`config.mk`:
```
export PLATFORM = sky130hd
export DESIGN_NAME = reg_list_reader
export DESIGN_NICKNAME = d
export VERILOG_FILES = /design/src/rtl/reg_list_reader_pkg.sv /design/src/rtl/reg_list_priority_enc.sv /design/src/rtl/reg_list_reader.sv
export SDC_FILE = /design/constraint.sdc
export NUM_CORES = 1
export LEC_CHECK = 0
export CORE_AREA = 2 2 226 228
export CTS_CLUSTER_SIZE = 20
export DETAILED_ROUTE_END_ITERATION = 16
export DIE_AREA = 0 0 228 230
export PLACE_DENSITY = 0.56
export SYNTH_ARGS = -nofsm -noshare
export SYNTH_HDL_FRONTEND = slang
export SYNTH_SLANG_ARGS = --single-unit
```
`constraint.sdc`:
```
create_clock -name clk -period 6.2 [get_ports clk]
set_clock_uncertainty 0.1 [all_clocks]
set_input_delay 0.62 -clock clk [delete_from_list [all_inputs] [get_ports clk]]
set_output_delay 0.62 -clock clk [all_outputs]
set_load 0.05 [all_outputs]
```
`src/rtl/reg_list_reader_pkg.sv`:
```
// Shared definitions for the register-list reader: bank geometry, walker states
// and a small index-to-mask helper.
package reg_list_reader_pkg;

    localparam int NUM_REGS  = 16;
    localparam int REG_IDX_W = 4;

    typedef enum logic [1:0] {
        IDLE   = 2'd0,
        EMIT   = 2'd1,
        FINISH = 2'd2
    } state_e;

    function automatic logic [NUM_REGS-1:0] idx_to_bit(input logic [REG_IDX_W-1:0] idx);
        logic [NUM_REGS-1:0] b;
        b      = '0;
        b[idx] = 1'b1;
        return b;
    endfunction

endpackage

```
`src/rtl/reg_list_priority_enc.sv`:
```
// Combinational priority encoder over a register mask: lowest set bit first,
// or highest first when DESCEND is set. Also flags a mask with exactly one bit.
module reg_list_priority_enc
    import reg_list_reader_pkg::*;
#(
    parameter bit DESCEND = 1'b0
) (
    input  logic [NUM_REGS-1:0]  mask,
    output logic                 found,
    output logic [REG_IDX_W-1:0] idx,
    output logic                 one_hot
);

    // The last match written wins, so the scan direction sets the priority.
    always_comb begin
        idx = '0;
        if (DESCEND) begin
            for (int i = 0; i < NUM_REGS; i++) begin
                if (mask[i]) idx = REG_IDX_W'(i);
            end
        end else begin
            for (int i = NUM_REGS - 1; i >= 0; i--) begin
                if (mask[i]) idx = REG_IDX_W'(i);
            end
        end
    end

    assign found   = |mask;
    assign one_hot = ($countones(mask) == 1);

endmodule

```
`src/rtl/reg_list_reader.sv`:
```
// Walks a 16-bit register list and streams the selected registers out one beat
// per handshake, in ascending (or descending) index order.
module reg_list_reader
    import reg_list_reader_pkg::*;
#(
    parameter int DATA_W  = 32,
    parameter bit DESCEND = 1'b0
) (
    input  logic                 clk,
    input  logic                 reset_n,
    input  logic                 start,
    input  logic [15:0]          reg_list,
    input  logic                 abort,
    input  logic [DATA_W-1:0]    r0,
    input  logic [DATA_W-1:0]    r1,
    input  logic [DATA_W-1:0]    r2,
    input  logic [DATA_W-1:0]    r3,
    input  logic [DATA_W-1:0]    r4,
    input  logic [DATA_W-1:0]    r5,
    input  logic [DATA_W-1:0]    r6,
    input  logic [DATA_W-1:0]    r7,
    input  logic [DATA_W-1:0]    r8,
    input  logic [DATA_W-1:0]    r9,
    input  logic [DATA_W-1:0]    r10,
    input  logic [DATA_W-1:0]    r11,
    input  logic [DATA_W-1:0]    r12,
    input  logic [DATA_W-1:0]    r13,
    input  logic [DATA_W-1:0]    r14,
    input  logic [DATA_W-1:0]    r15,
    // Beat transfers on a rising edge where out_valid & out_ready; once raised,
    // out_valid and the beat fields stay stable until that edge (or an abort).
    output logic                 out_valid,
    input  logic                 out_ready,
    output logic [DATA_W-1:0]    out_data,
    output logic [REG_IDX_W-1:0] out_index,
    output logic                 out_last,
    output logic                 busy,
    output logic                 done,
    output logic [4:0]           count,
    output state_e               dbg_state
);

    state_e                state_q, state_d;
    logic [NUM_REGS-1:0]   pending_q, pending_d;
    logic                  out_valid_q, out_valid_d;
    logic [DATA_W-1:0]     out_data_q, out_data_d;
    logic [REG_IDX_W-1:0]  out_index_q, out_index_d;
    logic                  out_last_q, out_last_d;
    logic                  done_q, done_d;
    logic [4:0]            count_q, count_d;

    logic [DATA_W-1:0]     regs [NUM_REGS];
    logic [NUM_REGS-1:0]   enc_mask;
    logic                  enc_found;
    logic                  enc_one_hot;
    logic [REG_IDX_W-1:0]  enc_idx;
    logic [DATA_W-1:0]     sel_data;
    logic                  handshake;

    assign regs[0]  = r0;
    assign regs[1]  = r1;
    assign regs[2]  = r2;
    assign regs[3]  = r3;
    assign regs[4]  = r4;
    assign regs[5]  = r5;
    assign regs[6]  = r6;
    assign regs[7]  = r7;
    assign regs[8]  = r8;
    assign regs[9]  = r9;
    assign regs[10] = r10;
    assign regs[11] = r11;
    assign regs[12] = r12;
    assign regs[13] = r13;
    assign regs[14] = r14;
    assign regs[15] = r15;

    // One encoder serves both the first pick (raw list) and every later pick
    // (pending minus the beat currently held).
    assign enc_mask  = (state_q == IDLE) ? reg_list
                                         : (pending_q & ~idx_to_bit(out_index_q));
    assign sel_data  = regs[enc_idx];
    assign handshake = out_valid_q & out_ready;

    reg_list_priority_enc #(.DESCEND(DESCEND)) u_enc (
        .mask    (enc_mask),
        .found   (enc_found),
        .idx     (enc_idx),
        .one_hot (enc_one_hot)
    );

    always_comb begin
        state_d     = state_q;
        pending_d   = pending_q;
        out_valid_d = out_valid_q;
        out_data_d  = out_data_q;
        out_index_d = out_index_q;
        out_last_d  = out_last_q;
        count_d     = count_q;
        done_d      = 1'b0;

        case (state_q)
            IDLE: begin
                if (start) begin
                    count_d = '0;
                    if (reg_list != '0) begin
                        pending_d   = reg_list;
                        out_valid_d = 1'b1;
                        out_data_d  = sel_data;
                        out_index_d = enc_idx;
                        out_last_d  = enc_one_hot;
                        state_d     = EMIT;
                    end else begin
                        state_d = FINISH;
                        done_d  = 1'b1;
                    end
                end
            end
            EMIT: begin
                if (handshake) begin
                    count_d   = count_q + 5'd1;
                    pending_d = enc_mask;
                    if (enc_found) begin
                        out_data_d  = sel_data;
                        out_index_d = enc_idx;
                        out_last_d  = enc_one_hot;
                    end else begin
                        out_valid_d = 1'b0;
                        state_d     = FINISH;
                        done_d      = 1'b1;
                    end
                end
                // Abort overrides the walk but keeps the count of a coinciding beat.
                if (abort) begin
                    out_valid_d = 1'b0;
                    pending_d   = '0;
                    state_d     = IDLE;
                    done_d      = 1'b0;
                end
            end
            FINISH: begin
                state_d = IDLE;
            end
            default: begin
                state_d = IDLE;
            end
        endcase
    end

    always_ff @(posedge clk or negedge reset_n) begin
        if (!reset_n) begin
            state_q     <= IDLE;
            pending_q   <= '0;
            out_valid_q <= 1'b0;
            out_data_q  <= '0;
            out_index_q <= '0;
            out_last_q  <= 1'b0;
            done_q      <= 1'b0;
            count_q     <= '0;
        end else begin
            state_q     <= state_d;
            pending_q   <= pending_d;
            out_valid_q <= out_valid_d;
            out_data_q  <= out_data_d;
            out_index_q <= out_index_d;
            out_last_q  <= out_last_d;
            done_q      <= done_d;
            count_q     <= count_d;
        end
    end

    assign out_valid = out_valid_q;
    assign out_data  = out_data_q;
    assign out_index = out_index_q;
    assign out_last  = out_last_q;
    assign busy      = (state_q != IDLE);
    assign done      = done_q;
    assign count     = count_q;
    assign dbg_state = state_q;

endmodule
```
==> results.toml <==
[status]
status = "complete, no violations"

[final_layout]
syn_to_final_growth_pct = 79.2
layout-drive-gt1-share = 0.0732
final_nets = 2173

[flow_run]
drv_cap = 0

[sta]
max_clock_freq_mhz = 181
grt_setup_unrepaired = "false"
hold_violations = 0
drv_slew = 0
finalCritPeriodShare = 0.893
worst_slew_pin_slew_ns = 1.30
period_needed_ns = 5.54
slew_headroom = 0.128
fin_tns_setup_ns = 0
setup_viol = 0

[power]
sequentialPowerShare = 0.146
swShare = 0.528
p_comb_frac = 0.728
power_w = 0.00482
intPower_w = 0.00228
power_switching_w = 0.00255
clkPwrFrac = 0.127
peakVddDrop_uv = 177
power_density_mw_per_mm2 = 318
leakage_nw = 5.87

[cts]
root_buffer = "clkbuf_16"
worstSkewPairLatency_ns = 0.38
post_cts_resized = 0
holdBufCountCts = 0
clock-sinks = 62
post_cts_buffers = 0
cts_tree = "yes"
clkSlewWorstSetupHoldPaths_ns = 0.07
cts_buffers = 9
cts_buffer_depth = 2
h-tree-depth = 3

[drt]
num_vias = 11700
drc_errors = 0
drtIter0Drc = 924
antenna_left = 0
drt-total-wl_mm = 58.0
vias_per_cell = 5.09
detail_route.first_pass.iterations = 5
wl_per_cell_um = 25.2

[global_route]
grt_max_degree = 84
antenna_found_initial = 26
grt_pass1_vias = 11900
grt_usage = 0.213
grt_pass1_wl_mm = 82.0
overflow = 0

[critical_path]
worstRegToRegCells = 15
max_stage_delay_ns = 0.55
critPathRequiredTime_ns = 6.42
arrival_ns = 5.75
rr_endpoint = "out_last"
cp_common_cell = "fa_1"
worst-path-buf-inv = 3
crit_chain = "nor2_4 -> o2bb2ai_1 -> inv_1 -> ha_1 -> inv_1 -> fa_1 -> fa_1 -> fa_1 -> inv_1 -> fa_1 -> ha_1 -> fa_1 -> nor4b_1 -> nand3_1 -> nand2_1"
r2r_slack_ns = 0.66
rr_startpoint = "dbg_state[0]"
crit_family = "adder cells"
cp-start-kind = "flip-flop"
end_kind = "flip-flop"
worst_path_max_delay_cell = "nor2_4"
path_max_fanout = 18
critPathKind = "flip-flop to flip-flop"

[die]
die_height_um = 230
io-pin-count = 580
core_area_mm2 = 0.0499
start_util = 0.170
chipWidth_um = 228
die-area_mm2 = 0.0524
rows = 82

[hold_path]
worstHoldPathType = "primary input to async pin"

[logic_synthesis]
netlist_instances = 1108
syn_area_per_cell_um2 = 7.63
ys_top_cells_by_area = "dfrtp_1 18%, mux4_2 8.5%, nand2_1 8.5%"
synth_top_area_cell = "dfrtp_1"
synth_edf_count = 0
synth_top_area_frac = 0.183
synth_fp_nets = 1674
synth_warnings = 0
synth_area_mm2 = 0.00846
ys_seq_area_frac = 0.183
yosysUniqueCellTypes = 72
ys.flop_type = "dfrtp_1"
synthArstFlopShare = 1.00
synth_seq_cells = 62

[placement]
dp_hpwl_mm = 46.1
gp_congestion = 0.915
io_buffer_count = 579
-- placed cells by master, fill, tap and decap left out, types with 7 or more instances in the layout --
cell             netlist  final
a211oi_1              54     54
a21boi_0              32     32
a21oi_1               73     73
a221o_1               32     32
a22oi_1               17     17
a311o_1               32     32
a32oi_1               21     21
and3_1                24     24
buf_4                 11     24
clkbuf_16              0      9
clkdlybuf4s50_1        0    578
dfrtp_1               62     62
diode_2                0     13
fa_1                  11     11
ha_1                  22     22
inv_1                 72     72
inv_2                  9      9
mux4_2                32     32
nand2_1              192    191
nand3_1               89     89
nand4_1               39     39
nor2_1                15     13
nor4_1                 7      7
o21ai_0               70     70
o21ai_1                9      8
o32a_1                11     11
-- sequential cells by signal (all words and copies together), names as in the netlist --
name	flops
out_valid	1
out_index	4
pending_q	16
out_last	1
out_data	32
dbg_state	2
done	1
count	5
-- how the worst max path moves through the flow --
| stage | startpoint | endpoint | slack (ns) | depth (start not counted) |
|---|---|---|---|---|
| detailed placement | reg_list[0] | out_last | 0.66 | 15 |
| finish | dbg_state[0] | out_last | 0.66 | 15 |
| global placement | reg_list[0] | out_last | 0.69 | 15 |
| CTS | dbg_state[0] | out_last | 0.68 | 15 |
| global route | dbg_state[0] | out_last | 0.32 | 15 |
| floorplan | out_index[2] | out_last | 1.10 | 15 |
-- metrics by stage --
stage | util | instance area (um^2) | setup WS, ns | hold WS [ns] | std cells
2_1_floorplan | - | 8460 | 1.10 | 0.224 | 1108
3_3_place_gp | 0.297 | 14800 | 0.687 | 0.366 | 2268
3_5_place_dp | 0.297 | 14800 | 0.657 | 0.370 | 2268
4_1_cts | 0.303 | 15100 | 0.679 | 0.323 | 2284
5_1_grt | 0.304 | 15200 | 0.319 | 0.358 | 2294
6_report | 0.304 | 15200 | 0.665 | 0.298 | 2297
-- cell usage after synthesis (5+ instances only) --
master	count
o21ai_0	70
nand3_1	89
fa_1	11
a21boi_0	32
clkbuf_1	53
a32oi_1	21
nand4_1	39
a211oi_1	54
buf_4	11
a221o_1	32
dfrtp_1	62
buf_1	5
ha_1	22
and3_1	24
a21oi_1	73
a311o_1	32
a22oi_1	17
inv_2	9
nand2_1	192
nor4_1	7
buf_2	43
nor2_1	15
inv_1	72
o32a_1	11
o21ai_1	9
mux4_2	32
-- power by group through the flow --
stage	logic [W]	clock network (W)	registers, W
2_1_floorplan	0.00181	0	0.00105
3_3_place_gp	0.00349	0	0.000701
3_5_place_dp	0.00353	0	0.000703
4_1_cts	0.00354	0.000632	0.000698
5_1_grt	0.00383	0.000639	0.000720
6_report	0.00351	0.000611	0.000703
-- layer usage --
layer | global-route usage | wire (um) | part of all wire | vias up
li1 | - | - | - | 5205
met1 | 0.252 | 22900 | 0.40 | 5769
met2 | 0.368 | 28700 | 0.49 | 607
met5 | 0 | 114 | 0.0020 | -
met3 | 0.0592 | 4470 | 0.077 | 95
met4 | 0.0795 | 1790 | 0.031 | 16
-- logic make-up (layout without fill, tap and decap cells) --
family | after synthesis | count (layout) | synth area share
compound gates | 383 | 383 | 0.333
flops | 62 | 62 | 0.183
other cells | 0 | 13 | 0
mux | 33 | 33 | 0.0865
simple gates | 397 | 397 | 0.234
fa+ha+maj | 33 | 33 | 0.0586
xor+xnor | 3 | 3 | 0.00311
buf+inv | 197 | 701 | 0.102
-- layout make-up --
cell class | count | area, um^2
fill | 5410 | 34700
multi-input combinational | 849 | 6100
antenna | 13 | 32.5
inverter | 81 | 304
timing repair buffer | 604 | 6010
tap | 672 | 841
sequential | 62 | 1550
clock inverter | 7 | 96.3
clock buffer | 9 | 225
Power figures use the tool's default switching activity.
